===== src/rtl/enc4_2_serializer.sv =====
// enc4_2_serializer
//   Accepts an N-bit request vector over a valid/ready handshake and emits
//   the W-bit binary index of every set bit, lowest index first, one index
//   per output beat.
//   Feeding each emitted code into a W-to-N decoder rebuilds the original
//   vector one bit at a time.
//   An all-zero vector is accepted but emits no beats. Instead, it raises a
//   one-cycle zero_err pulse.
//
// Ports
//   clk        rising-edge clock
//   rst        synchronous active-high reset
//   in_vec     request vector; bit i set -> code i is emitted
//   in_valid   in_vec is valid this cycle
//   in_ready   block can accept a vector (IDLE only)
//   out_code   index of the lowest pending bit (0 when out_valid=0)
//   out_valid  out_code / out_last are valid
//   out_ready  downstream accepts the current beat
//   out_last   current beat is the final set bit of the vector
//   zero_err   one-cycle pulse after an all-zero vector was accepted
module enc4_2_serializer #(
  parameter int N = 4,
  parameter int W = $clog2(N)
) (
  input  logic         clk,
  input  logic         rst,
  input  logic [N-1:0] in_vec,
  input  logic         in_valid,
  output logic         in_ready,
  output logic [W-1:0] out_code,
  output logic         out_valid,
  input  logic         out_ready,
  output logic         out_last,
  output logic         zero_err
);

  typedef enum logic {
    IDLE = 1'b0,
    BUSY = 1'b1
  } state_t;

  state_t       state, state_next;
  logic [N-1:0] pend, pend_next;
  logic         zero_err_next;
  logic [N-1:0] pend_low_cleared;

  // Clearing the lowest set bit is the classic x & (x - 1).
  // It also tells us whether pend holds exactly one bit.
  assign pend_low_cleared = pend & (pend - N'(1));

  // Outputs depend on registers only. They do not depend on out_ready or
  // any other input.
  assign in_ready  = (state == IDLE);
  assign out_valid = (state == BUSY);
  assign out_last  = (state == BUSY) && (pend != '0) && (pend_low_cleared == '0);

  // Priority encoder: scan from the top down so the lowest set bit is
  // written last and wins. The result is gated so it is 0 outside BUSY.
  always_comb begin
    // NOTE: every variable written in a combinational block gets a default
    // first. Without the default, some path leaves it unassigned and a
    // latch is inferred.
    out_code = '0;
    if (state == BUSY) begin
      for (int i = N - 1; i >= 0; i--) begin
        if (pend[i]) out_code = W'(i);
      end
    end
  end

  // Next-state logic.
  always_comb begin
    state_next    = state;
    pend_next     = pend;
    zero_err_next = 1'b0;
    unique case (state)
      IDLE: begin
        if (in_valid) begin
          if (in_vec == '0) begin
            zero_err_next = 1'b1;
          end else begin
            pend_next  = in_vec;
            state_next = BUSY;
          end
        end
      end
      BUSY: begin
        if (out_ready) begin
          // The lowest set bit is the one just emitted. On the last beat
          // this clears pend to zero.
          pend_next = pend_low_cleared;
          if (out_last) state_next = IDLE;
        end
      end
      default: state_next = IDLE;
    endcase
  end

  always_ff @(posedge clk) begin
    // NOTE: sequential state uses non-blocking assignments so that every
    // register samples the pre-edge values, regardless of statement order.
    if (rst) begin
      state    <= IDLE;
      pend     <= '0;
      zero_err <= 1'b0;
    end else begin
      state    <= state_next;
      pend     <= pend_next;
      zero_err <= zero_err_next;
    end
  end

endmodule


===== config.mk =====
export PLATFORM = sky130hd
export DESIGN_NAME = enc4_2_serializer
export DESIGN_NICKNAME = d
export VERILOG_FILES = /design/src/rtl/enc4_2_serializer.sv
export SDC_FILE = /design/constraint.sdc
export NUM_CORES = 1
export LEC_CHECK = 0
export BUFFER_PORTS_ARGS = -buffer_cell sky130_fd_sc_hd__buf_2
export CAP_MARGIN = 30
export CORE_AREA = 4 4 41 43
export DETAILED_ROUTE_END_ITERATION = 16
export DIE_AREA = 0 0 45 47
export GPL_TIMING_DRIVEN = 0
export HOLD_SLACK_MARGIN = 0.1
export PLACE_DENSITY = 0.54
export SYNTH_ARGS = -nofsm -noshare
export SYNTH_HDL_FRONTEND = slang
export SYNTH_SLANG_ARGS = --single-unit

===== constraint.sdc =====
create_clock -name clk -period 1.5 [get_ports clk]
set_input_delay 0.3 -clock clk [delete_from_list [all_inputs] [get_ports clk]]
set_output_delay 0.3 -clock clk [all_outputs]
set_load 0.02 [all_outputs]

## Yosys cells after proc, flatten, opt, wreduce, memory -nomap -nowiden

Index checks and enable logic that the tools add are counted.

- Output and inout port bits: 6
- Logic and storage cells: 32
- Flip-flop bits (word level): 6
- Input port bits: 8

- Mux-type cells: 15
- Equality and inequality tests: 3
- Bitwise logic cells: 3
- Reductions and logical operators: 7
- $add $sub $neg: 1

Operators with widths:

| cell | number |
|---|---|
| 4-bit 2-to-1 mux | 3 |
| 2-bit 2-to-1 mux | 5 |
| 4-bit logical NOT | 2 |
| 4-bit case mux with 2 select lines | 1 |
| 2-bit != test (second input constant) | 3 |
| 1-bit 2-to-1 mux | 5 |
| 4-bit bitwise AND | 1 |
| 4-bit nonzero test | 1 |
| 4-bit by 1-bit subtractor with 4-bit output (second input constant) | 1 |
| 3-bit AND reduction | 1 |
| 3-bit OR reduction | 1 |
| 1-bit logical AND | 2 |
| 1-bit NOT | 2 |
| 1-bit case mux with 2 select lines | 1 |

## Depth between registers and ports, before layout

Gate-level depths: netlist of the first run.

- Word-level depth: 7
- Mapped depth: 4
- Depth with buffers taken out: 3

## Least setup slack after synthesis of the first run

Ideal clock, no wire load.

- Path type: reg2out
- Start: register state, in the netlist out_valid
- End: output out_code[1]
- Buffers on the path: 0
- Cell stages (with the launch flop): 3
- Path slack: -0.248 ns
- Data required time: 1.200 ns
- Arrival time: 1.448 ns
- Cells stage by stage: dfxtp_1 -> inv_1 -> nor4_1

- Longest elaborated chain between the ends: 1

Ends and longest elaborated chain:

| item | line | text |
|---|---|---|
| from (decl) | 42 | `state_t state, state_next;` |
| from (signal assigned) | 107 | `state <= state_next;` |
| 2-bit 2-to-1 mux | 64 | `if (state == BUSY) begin` |
| to (decl) | 30 | `output logic [W-1:0] out_code,` |

No other way between the ends.

## Worst setup path in the final report of the first run

- Start: register pend[3]
- End: output out_last

- Longest elaborated chain between the ends: 4
- Elaborated cells between the ends (all ways): 6
- Classes of those cells: add/sub: 1; bitwise: 1; reduce/logical: 4

Ends and longest elaborated chain:

| item | line | text |
|---|---|---|
| from (decl) | 43 | `logic [N-1:0] pend, pend_next;` |
| from (signal assigned) | 108 | `pend <= pend_next;` |
| 4-bit by 1-bit subtractor with 4-bit output | 49 | `assign pend_low_cleared = pend & (pend - N'(1));` |
| 4-bit bitwise AND | 49 |  |
| 4-bit logical NOT | 55 | `assign out_last = (state == BUSY) && (pend != '0) && (pend_low_cleared == '0);` |
| 1-bit logical AND (*) | 55 |  |
| to (decl) | 33 | `output logic out_last,` |

Every way passes the cells marked *; elsewhere a longest branch is shown, timed or not.

==> impl.org, run 1 <==
** CTS
- After clock tree synthesis, the clock-pin slew on the worst setup and hold paths is 40 ps.
- TritonCTS built the clock tree.
- Bufs on Longest Clock Path :: 2
- CTS saw 6 sinks.
- Counting the buffers created by CTS gives 3.
- CTS built an H-tree with a depth of 1.
- Clock Latency Late Sink :: 240 ps
- CTS placed an instance of sky130_fd_sc_hd__clkbuf_4 at the clock tree root.

** Pwr
- Maximum vdd drop :: 495 µV
- Static Leak :: ~0.00022 µW
- The design draws 459 µW.
- In this run the power density over the cells is about 900 nW/µm².

** Finish
- Area growth from synthesis to layout :: 50.0%
- Highest-count cells in the layout ignoring fill and taps :: sky130_fd_sc_hd__buf_2 (11), sky130_fd_sc_hd__a21oi_1 (5), sky130_fd_sc_hd__nand2_1 (4), sky130_fd_sc_hd__dfxtp_4 (4), sky130_fd_sc_hd__buf_4 (4)
- Count of fill cells added during filler insertion :: 151
- Final #Nets :: 72
- In the final layout, flip-flops and latches occupy 136 µm².
- Area used by multi-input combinational logic :: 218 µm²
- The library cell used most frequently in the layout, excluding fill and tap cells, is sky130_fd_sc_hd__buf_2.
- The number of antenna diodes in the final layout is 0.
- Of the cells placed in the final design, the portion with a size suffix greater than 1 is 0.452.
- After routing the design area is 518 µm².
- Measured on the finished design, the core utilization comes to 0.398.

** STA
- The number of hold violations in the final report is 0.
- Pins Over Slew Limit :: 0
- At the pin with the least slew margin, the transition time is 375 ps.
- Worst setup slack after layout :: -141 ps
- For the finished layout, the period the worst path requires is 1640 ps.
- RSZ-0062 raised after global routing :: true
- Final-layout worst hold slack :: about 290 ps
- Worst Skew :: 0.472 ps
- Relative slew slack :: 0.750
- Number of setup violations in the final report :: 1
- Max Fclk :: 0.609 GHz
- Ratio of final minimum period to clock period :: 1.09

** Synth
- Synthesis produced a netlist whose cell count is 43.
- The fraction of the mapped netlist area in compound gates was 0.283.
- Combinational family with the most area after synthesis :: simple AND/OR/NAND/NOR gates
- Synthesized net count :: 51
- Warning count from the yosys run :: 0
- Sequential share of the synthesized area :: 0.348
- Synthesis instantiated 21 different standard cells from the library.
- Of the post-synthesis cell area, the part taken by muxes is 0.
- Share of the synthesized netlist area taken by xor and xnor gates :: 0.0254
- Synthesis inferred 6 register bits.
- Dividing the synthesized area by the synthesized cell count gives 8.03 µm².
- Simple-gate area share of the yosys netlist :: 0.290
- Adder-Cell Fraction of Synth Area :: 0
- Combined area of all synthesized cells :: 345 µm²

** Floorplanning
- The floorplan has 13 rows.
- Area of the die :: 2120 µm²
- The die is ~47 µm tall.
- In this run the horizontal extent of the chip is 45 µm.
- 14 I/O pins were placed.
- After floorplanning, the core was sized to cover approximately 1300 µm².
- For this configuration, the core starts out at a cell density of 0.265.

** Run status
- Failing checks :: setup timing
- The run finished, with violations left.

** Critical path
- Cells along the critical path :: xor2_1, a221o_1, and2_1, buf_6
- Largest fanout on the critical path :: 5
- Grouping stages by cell kind, the critical path spends the most delay in flip-flops.
- Delay of the slowest critical-path stage :: 340 ps
- Worst Setup End Kind :: primary output
- Signal arrival time at the worst endpoint :: 1340 ps
- The worst setup path is of the flip-flop to primary output kind.
- WP buf/inv :: 1
- Req. time, crit path :: 1200 ps
- The worst setup path is launched from a flip-flop.
- Slowest cell on crit path :: sky130_fd_sc_hd__dfxtp_2

** Drt
- Via density per instance :: 5.31
- The first TritonRoute pass finished after 5 iterations.
- Wire length after detailed routing :: 998 µm
- In this run the remaining antenna-violating nets after routing total 0.
- Detailed router's first-iteration violation count :: 6
- The routed layout has between 400 and 500 vias.
- Wire length per cell :: 13.0 µm
- Detailed-route DRC error count :: 0

** Place
- Number of I/O port buffers :: 13
- After detailed placement, the total cell area comes to 440 µm².
- Final HPWL from detailed placement :: 708 µm
- OpenSTA, run right after detailed placement, puts the worst setup slack at -120 ps.
- Routability-driven placement finished with a final weighted congestion of 0.741.

** Global routing
- Entering global routing, the biggest net connects 11 pins.
- First-pass GRT wire length :: 1660 µm
- The number of global-route vias before repair came to slightly below 400.
- GR Overflow Total :: 0
- The number of antenna violations at the first check in global routing came to 0.
- In the global route stage, overall resource usage came out at 0.116.

** Job
- Across the run, the number of max-cap violations was 0.

** Min path
- Worst min-delay path category :: primary input to flip-flop
-- cell type report --
cell class / count / area share
Timing Repair Buffer: 17 / 0.208
Buffer: 1 / 0.00725
Sequential cell: 6 / 0.263
Tap cell: 15 / 0.0362
Clock buffer: 3 / 0.0435
Multi-Input combinational cell: 32 / 0.420
Inverter: 3 / 0.0217
-- what timing repair did --
| action | CTS | global route |
|---|---|---|
| setup endpoints to repair | 3 | 3 |
| hold buffers | 0 | 0 |
| resized for setup | 10 | 3 |
| setup buffers | 4 | 0 |
| pin swaps | 2 | 1 |
-- routing by layer --
metal,wire length (µm),global-route usage,up-vias
li1,-,-,199
met5,0,0,-
met3,80,0.0460,4
met4,23,0.105,0
met2,490,0.189,17
met1,404,0.113,189
-- stage by stage --
step / TNS (ps) / instances
2_1_floorplan: -42.0 / 43
3_3_place_gp: -216 / 71
3_5_place_dp: -246 / 71
4_1_cts: -140 / 77
5_1_grt: -291 / 77
6_report: -141 / 77
-- worst paths after layout --
path,slack (ps),from,cells past startpoint,endpoint
setup / recovery,-140,pend[3]$_SDFFE_PP0P_,4,out_last
hold / removal,290,out_ready,2,out_valid$_SDFF_PP0_
setup reg to reg,230,out_valid$_SDFF_PP0_,4,pend[2]$_SDFFE_PP0P_
hold reg to reg,550,pend[3]$_SDFFE_PP0P_,2,pend[3]$_SDFFE_PP0P_
-- logic make-up after synthesis --
family / count (synthesis)
xor gates and xnor gates: 1
AOI/OAI and AO/OA: 14
buffers and inverters: 5
DFF: 6
and+or+nand+nor: 17
-- power breakdown --
group          internal [µW]  switching (µW)
Clock                   90.4            56.6
Combinational           60.6            63.4
Sequential               170            18.2
Total                    321             138
-- sequential cells by signal, summed over array words and instances (netlist names) --
name and cells:
out_valid 1, zero_err 1, pend 4
-- synth_stat cells --
library cell | count | share of area
sky130_fd_sc_hd__xor2_1 | 1 | 0.025
sky130_fd_sc_hd__nand3b_1 | 1 | 0.022
sky130_fd_sc_hd__a22o_1 | 1 | 0.025
sky130_fd_sc_hd__o21ai_0 | 2 | 0.029
sky130_fd_sc_hd__nor3b_1 | 1 | 0.022
sky130_fd_sc_hd__nand2_1 | 4 | 0.043
sky130_fd_sc_hd__nor2b_1 | 3 | 0.054
sky130_fd_sc_hd__inv_1 | 3 | 0.033
sky130_fd_sc_hd__a221o_1 | 2 | 0.058
sky130_fd_sc_hd__a311oi_1 | 3 | 0.076
sky130_fd_sc_hd__dfxtp_1 | 6 | 0.35
sky130_fd_sc_hd__nor4b_1 | 1 | 0.025
sky130_fd_sc_hd__nor3_1 | 1 | 0.014
sky130_fd_sc_hd__nor2_1 | 2 | 0.022
sky130_fd_sc_hd__nor4_1 | 1 | 0.018
sky130_fd_sc_hd__nand2b_1 | 1 | 0.018
sky130_fd_sc_hd__and2_1 | 1 | 0.018
sky130_fd_sc_hd__a21oi_1 | 5 | 0.072
sky130_fd_sc_hd__clkbuf_1 | 2 | 0.022
sky130_fd_sc_hd__o31ai_1 | 1 | 0.022
sky130_fd_sc_hd__or4_4 | 1 | 0.033
Note: power is estimated with default switching activity, not from simulation.
==> run 2, diff against run 1 <==
==> config.mk (replaced) <==
export PLATFORM = sky130hd
export DESIGN_NAME = enc4_2_serializer
export DESIGN_NICKNAME = d
export VERILOG_FILES = /design/src/rtl/enc4_2_serializer.sv
export SDC_FILE = /design/constraint.sdc
export NUM_CORES = 1
export LEC_CHECK = 0
export ABC_AREA = 1
export BUFFER_PORTS_ARGS = -buffer_cell sky130_fd_sc_hd__buf_2
export CAP_MARGIN = 30
export CORE_AREA = 2 2 39 41
export DETAILED_ROUTE_END_ITERATION = 16
export DIE_AREA = 0 0 41 43
export GPL_TIMING_DRIVEN = 0
export HOLD_SLACK_MARGIN = 0.1
export PLACE_DENSITY = 0.55
export SYNTH_ARGS = -nofsm -noshare
export SYNTH_HDL_FRONTEND = slang
export SYNTH_SLANG_ARGS = --single-unit
==> run 2 against run 1 <==
Compared with the run above:
- the run now ends clean
- clock skew is 6.4 ps higher
- global-route usage is 0.55 points lower
- clock power is 4% higher
- die area is 17% lower
- hold slack worse by 66 ps
- critical endpoint unchanged
- largest power group unchanged
==> impl.org, run 2 <==
** Run status
- Outcome :: finished, final reports clean

** Critical path
- Traced cell by cell, the critical path runs through buf_6, nand2_2, nor2_2, and3_2, buf_6.
- The worst setup path is of the flip-flop to primary output kind.
- The number of cells on the worst reg-to-reg path is 8.
- Worst Setup SP :: out_valid$_SDFF_PP0_
- Crit path depth :: 5
- STA classifies the critical path endpoint as a primary output.
- In this run the worst setup path terminates at out_last.
- Top delay family on crit path :: simple AND/OR/NAND/NOR gates
- Signal arrival time at the worst endpoint :: 1190 ps
- WP buf/inv :: 2
- In this run the worst path has a maximum fanout of 6.
- Reg-to-reg endpoint :: pend[2]$_SDFFE_PP0P_
- Data on the critical path is required at its endpoint by 1200 ps.
- Most frequent CP cell :: sky130_fd_sc_hd__buf_6
- Setup slack on the worst flop-to-flop path :: 300 ps
- Sort of element at the start of the critical path :: flip-flop
- In this run the critical register-to-register path is launched from out_valid$_SDFF_PP0_.
- On the worst path, the slowest cell contributes a delay of 320 ps.
- Slowest cell on crit path :: sky130_fd_sc_hd__dfxtp_2

** CTS
- Clk sinks :: 6
- Clock Pin Slew Worst Setup and Hold Paths :: 50 ps
- TritonCTS built the clock tree.
- CTS built an H-tree with a depth of 1.
- Buffers inserted to repair hold after CTS numbered 0.
- Bufs on Longest Clock Path :: 2
- Clock buffer count from CTS :: 3
- Clock root buffer :: sky130_fd_sc_hd__clkbuf_4
- At the later pin of the worst-skew pair, clock insertion delay measures 250 ps.

** STA
- Max Fclk :: 0.672 GHz
- The number of pins with negative max-slew slack in the final report came to 0.
- At the pin with the least slew margin, the transition time is 234 ps.
- Subtracting the final worst setup slack from the clock period gives ~1500 ps.
- Hold Violations, Final :: 0
- Worst Skew :: 6.84 ps
- RSZ-0062 raised after global routing :: true
- Number of setup violations in the final report :: 0
- Hold timing on the final database bottoms out at a slack of around 220 ps.
- Of the available clock period, the critical path in the final layout requires 0.992.
- Relative slew slack :: 0.842

** Synth
- Post-synthesis area per instance :: 6.63 µm²
- Sequential share of the synthesized area :: 0.336
- Yosys mapped a number of flops with a built-in enable equal to 0.
- Warning count from the yosys run :: 0
- Combined area of all synthesized cells :: 358 µm²
- Async set-or-reset flop fraction in the synthesized netlist :: 0
- Most instantiated library cell after synthesis :: sky130_fd_sc_hd__nand2_1
- By area the synthesized netlist is led by sky130_fd_sc_hd__dfxtp_1 (34%), sky130_fd_sc_hd__nand2_1 (10%), sky130_fd_sc_hd__nor2_1 (8.4%).
- Synthesis produced 54 cells.
- sky130_fd_sc_hd__dfxtp_1 takes more of the synthesized area than any other cell.
- In the synthesized netlist the dominant register cell turns out to be sky130_fd_sc_hd__dfxtp_1.
- Most frequent cells after synthesis :: sky130_fd_sc_hd__nand2_1 (10), sky130_fd_sc_hd__nor2_1 (8), sky130_fd_sc_hd__dfxtp_1 (6), sky130_fd_sc_hd__inv_1 (6), sky130_fd_sc_hd__o21ai_0 (4)
- Synthesized flop and latch total :: 6
- Synthesis instantiated 18 different standard cells from the library.
- Yosys top cell area share :: 0.336
- Synthesized net count :: 62

** Floorplanning
- After floorplanning, the core was divided into 14 placement rows.
- Horizontal die dimension :: 41 µm
- In this run the standard cell core region covers 1380 µm².
- The floorplan step set the die height to between 40 and 50 µm.
- # IOs :: 14
- For this configuration, the core starts out at a cell density of 0.259.
- The die covers 1760 µm².

** Pwr
- In this run the power density over the cells is 956 nW/µm².
- Final total power :: 509 µW
- Maximum vdd drop :: 262 µV
- Summed over all cells, the static leakage comes to 0.000249 µW.

** Finish
- Leaving out fill and tap cells, the most frequent cells in the layout are sky130_fd_sc_hd__buf_2 (11), sky130_fd_sc_hd__nand2_1 (9), sky130_fd_sc_hd__nor2_1 (6).
- Top reg by flops :: pend
- Leaving out fill and tap cells, the most frequent cell in the layout is sky130_fd_sc_hd__buf_2.
- In the final layout, the share of cells above drive strength 1 is 0.534.
- The area growth from synthesis to layout is 48.6%.
- Count of inserted antenna diode cells :: 0
- Final #Nets :: 83
- The register with the most flip-flops in the layout has 4 of them.

** Min path
- The min-delay analysis places its worst path in the category primary input to flip-flop.

** Drt
- Number of vias in the routed layout :: 410
- For this run, the detailed router's first-pass iteration total came to 4.
- In this run the remaining antenna-violating nets after routing total 0.
- In the routed layout, each cell is associated on average with a via count of 4.61.
- After the first detailed-routing iteration, the DRC count stood at 12.
- For this run, design rule violations remaining after detail routing come to 0.
- In the final routed layout, each cell accounts on average for slightly below 10 µm.
- After detailed routing, the total wire length is 863 µm.

** Place
- Gp weighted congestion :: 0.718
- Buffers placed on the I/O ports in this run total 13.
- Final HPWL from detailed placement :: about 650 µm

** Global routing
- Global routing finished with a remaining overflow of 0.
- The number of global-route vias before repair came to 338.
- The first global-routing pass estimated 1260 µm of wire.
- For this run, the total global-route usage over all layers was measured as 0.110.
- Number of antenna violations at the first check in global routing :: 0
- Entering global routing, the biggest net connects 7 pins.

** Job
- Across the run, the number of max-cap violations was 0.
-- run 2: cell count changes after synthesis, moves of 3 or more --
| cell | previous run | this run |
|---|---|---|
| sky130_fd_sc_hd__a311oi_1 | 3 | 0 |
| sky130_fd_sc_hd__nor2_1 | 2 | 8 |
| sky130_fd_sc_hd__nand2_2 | 0 | 3 |
| sky130_fd_sc_hd__inv_1 | 3 | 6 |
| sky130_fd_sc_hd__nand2_1 | 4 | 10 |
| sky130_fd_sc_hd__a21oi_1 | 5 | 2 |
| sky130_fd_sc_hd__nor2b_1 | 3 | 0 |
-- run 2: how the worst min path moves through the flow --
stage                     slack, ps  startpoint  cells after the start                    to
after floorplan                 370         rst                      1  out_valid$_SDFF_PP0_
after global placement          500         rst                      2  out_valid$_SDFF_PP0_
after detailed placement        490         rst                      2  out_valid$_SDFF_PP0_
after CTS                       210         rst                      2  out_valid$_SDFF_PP0_
after global routing            220         rst                      2  out_valid$_SDFF_PP0_
final                           220         rst                      2  out_valid$_SDFF_PP0_
-- run 2: repair_timing --
action,in CTS,in global routing
setup buffers,3,0
resized for setup,8,5
hold endpoints to repair,0,0
setup endpoints to repair,3,2
pin swaps,3,2
-- run 2: worst reg2reg max path, cell delays in order, from the launching register on --
cell                      delay, ps
sky130_fd_sc_hd__dfxtp_2        320
sky130_fd_sc_hd__buf_6          130
sky130_fd_sc_hd__buf_4          150
sky130_fd_sc_hd__nor2_4         110
sky130_fd_sc_hd__nand2_2         70
sky130_fd_sc_hd__nand2_2        110
sky130_fd_sc_hd__inv_2           60
sky130_fd_sc_hd__nor2_1         100
sky130_fd_sc_hd__nor2_1          50
-- run 2: cells by family after synthesis --
logic type | Yosys count | share of synthesized area
AO/OA/AOI/OAI | 9 | 0.136
buffers and inverters | 8 | 0.105
flip-flops | 6 | 0.336
AND/OR/NAND/NOR | 31 | 0.423
-- run 2: metrics by stage --
stage,worst slack [ps],TNS [ps],util,cell area (µm²),cells
after detailed placement,193,0,0.328,454,83
after global placement,197,0,0.328,454,83
after global routing,-48.6,-48.6,0.384,532,89
after floorplan,-46.6,-46.6,-,369,54
final,12.4,0,0.384,532,89
after CTS,1.84,0,0.376,520,89
-- run 2: report_power, final --
group | switching [µW] | internal (µW)
logic | 91.4 | 70.4
registers | 18.6 | 176
clock network | 61.9 | 90.7
total | 172 | 337
-- run 2: area by class of cell --
class                   count  area, µm²
plain buffers               1       11.3
repair buffers             16       96.3
flip-flops and latches      6        128
inverters                   7       30.0
fillers                   154        852
multi-input cells          40        224
well taps                  16       20.0
clock buffers               3       22.5
-- run 2: layer usage --
layer,vias to the layer above,part of all wire,wire [µm],track usage
li1,214,-,-,-
met1,181,0.43,372,0.125
met2,10,0.50,432,0.156
met3,5,0.035,30,0.0314
met4,0,0.032,28,0.100
met5,-,0,0,0
==> run 3, diff against run 2 <==
--- a/config.mk
+++ b/config.mk
@@ -13,7 +13,6 @@
 export DIE_AREA = 0 0 41 43
 export GPL_TIMING_DRIVEN = 0
 export HOLD_SLACK_MARGIN = 0.1
-export PLACE_DENSITY = 0.55
 export SYNTH_ARGS = -nofsm -noshare
 export SYNTH_HDL_FRONTEND = slang
 export SYNTH_SLANG_ARGS = --single-unit
==> run 3 against run 2 <==
Compared with the run above:
- flip-flop and latch count unchanged
- via count decreased by 2.0%
- die area unchanged
- clock skew about the same
==> impl.org, run 3 (same netlist as run 2, synthesis figures left out) <==
** Critical path
- The worst register-to-register path begins at out_valid$_SDFF_PP0_.
- Setup slack on the worst flop-to-flop path :: 290 ps
- Signal arrival time at the worst endpoint :: 1150 ps
- The critical path is of the flip-flop to primary output type.
- Together, buffers and inverters on the worst path number 1.
- The cell family contributing the most delay on the critical path is flip-flops.
- The critical path crosses 5 cells after its start point.
- Reg-to-reg endpoint :: pend[3]$_SDFFE_PP0P_
- Worst Setup End Kind :: primary output
- Cells along the critical path :: nand2_1, nand2_2, nor2_2, and3_2, buf_6
- R2R depth :: 8
- Sort of element at the start of the critical path :: flip-flop
- Setup crit end :: out_last
- The slowest stage of the critical path belongs to the cell sky130_fd_sc_hd__dfxtp_2.
- Delay of the slowest critical-path stage :: 400 ps
- Data on the critical path is required at its endpoint by 1200 ps.
- Worst Setup SP :: pend[0]$_SDFFE_PP0P_
- Largest fanout on the critical path :: 5

** Global routing
- The number of global-route vias before repair came to 345.
- The number of antenna violations at the first check in global routing was 0.
- GR Overflow Total :: 0
- First-pass GRT wire length :: 1280 µm
- Largest net degree at the start of global routing :: 6
- Global router's overall resource usage :: 0.109

** Drt
- Once detail routing completed, the nets flagged for antenna violations numbered 0.
- After detailed routing, the average wire length per cell comes to 9.34 µm.
- In the routed design, unresolved DRC markers number 0.
- The routed design has roughly 830 µm of wire.
- Using the TritonRoute via totals, the vias-per-cell ratio works out to 4.52.
- Across all layers, the routed design uses approximately 400 vias.
- For this run, the detailed router's first-pass iteration total came to 2.
- In this run, the number of DRC markers left after iteration 0 of detailed routing was 5.

** CTS
- Clock Pin Slew Worst Setup and Hold Paths :: about 50 ps
- TritonCTS built the clock tree.
- Number of H-tree levels :: 1
- Number of buffers inserted for hold repair after clock tree synthesis :: 0
- The later pin in the worst-skew pair is clocked with a latency of 240 ps.
- Clock tree synthesis found a total of 6 sinks.
- No sink is reached through more buffers than the 2 on the longest clock path.
- Clock root buffer :: sky130_fd_sc_hd__clkbuf_4
- Clock buffer count from CTS :: 3

** STA
- RSZ-0062 raised after global routing :: true
- For the final database, setup skew stands at 6.44 ps.
- Ratio of final minimum period to clock period :: 0.969
- The clock period could shrink to around 1500 ps.
- Number of setup violations in the final report :: 0
- Hold Violations, Final :: 0
- Pins Over Slew Limit :: 0
- Max Fclk :: 0.688 GHz
- At the pin with the least slew margin, the transition time is 222 ps.
- Relative slew slack :: 0.851

** Place
- Final HPWL from detailed placement :: between 600 and 700 µm
- Gp weighted congestion :: around 0.74
- Number of I/O port buffers :: 13
- Total placed cells including tap cells :: 83

** Run status
- The flow ran to the end, and the final reports show no timing, DRC or antenna violations.

** Floorplanning
- The die is 41 µm wide.
- Vert. Die Dim :: around 43 µm
- 14 I/O pins were placed.
- The initial utilization of the core area, before any placement, comes to 0.259.
- Area of the die :: around 1800 µm²
- Row Count :: 14
- The region available for standard cell placement spans around 1400 µm².

** Finish
- Post-route non-filler standard cell count :: 89
- Top reg by flops :: pend
- Most common cell after layout, fill and taps aside :: sky130_fd_sc_hd__buf_2
- Share of layout cells above drive strength 1 :: 0.534
- Area growth from synthesis to layout :: 47.9%
- Count of fill cells added during filler insertion :: 159
- Count of inserted antenna diode cells :: 0
- Flip-flop count of the largest register, all copies and words added :: 4
- Highest-count cells in the layout ignoring fill and taps :: sky130_fd_sc_hd__buf_2 (11), sky130_fd_sc_hd__nand2_1 (9), sky130_fd_sc_hd__nor2_1 (6)
- After the last flow step, the layout net total stands at 83.

** Pwr
- The design draws 498 µW.
- PD cells :: 941 nW/µm²
- Maximum vdd drop :: 372 µV
- The analysis attributes to cell leakage a power of ~0.00025 µW.

** Job
- The tool flagged a number of max-cap violations equal to 0.

** Min path
- The tightest min-delay check is of the primary input to flip-flop type.
run 3: report_power, final:
group	switching [µW]	internal, µW	total [µW]
Combinational	91.0	69.9	161
Sequential	18.8	176	195
Clock	51.7	90.1	142
Total	162	336	498
run 3: what timing repair did:
action | 4_1_cts | 5_1_grt
setup endpoints to repair | 2 | 2
gates cloned | 0 | 0
pin swaps | 3 | 1
gates resized for setup | 7 | 5
setup buffers | 2 | 1
run 3: worst min-delay path by stage:
stage / startpoint / to / slack (ps) / depth (start not counted)
2_1_floorplan: rst / out_valid$_SDFF_PP0_ / 370 / 1
3_3_place_gp: rst / out_valid$_SDFF_PP0_ / 490 / 2
3_5_place_dp: rst / out_valid$_SDFF_PP0_ / 490 / 2
4_1_cts: rst / out_valid$_SDFF_PP0_ / 220 / 2
5_1_grt: rst / out_valid$_SDFF_PP0_ / 240 / 2
6_report: rst / out_valid$_SDFF_PP0_ / 240 / 2
run 3: final cells by class:
cell class	count	area, µm²	area share
Clock buffer	3	22.5	0.0426
Sequential cell	6	125	0.236
Buffer	1	11.3	0.0213
Multi-Input combinational cell	40	224	0.423
Timing Repair Buffer	16	96.3	0.182
Tap cell	16	20.0	0.0378
Inverter	7	30.0	0.0567
run 3: metrics by stage:
step / setup WS, ps / utilization / area, µm² / TNS (ps) / hold slack, ps
global route: -22.5 / 0.382 / 529 / -22.5 / 245
CTS: -3.45 / 0.368 / 509 / -3.45 / 223
floorplan: -46.6 / - / 369 / -46.6 / 369
global placement: 193 / 0.328 / 454 / 0 / 494
detailed placement: 187 / 0.328 / 454 / 0 / 490
finish: 47.0 / 0.382 / 529 / 0 / 235
run 3: per-layer routing:
metal / GRT usage / up-vias / share of wire
met3: 0.0157 / 2 / 0.023
met2: 0.163 / 7 / 0.48
met1: 0.125 / 180 / 0.47
met4: 0.100 / 0 / 0.022
met5: 0 / - / 0
li1: - / 213 / -
run 3: worst reg2reg max path, delay by kind of cell (launching register included):
family | cells | cell delay (ps)
flip-flops | 1 | 320
buffers and inverters | 3 | 330
AND/OR/NAND/NOR | 5 | 450
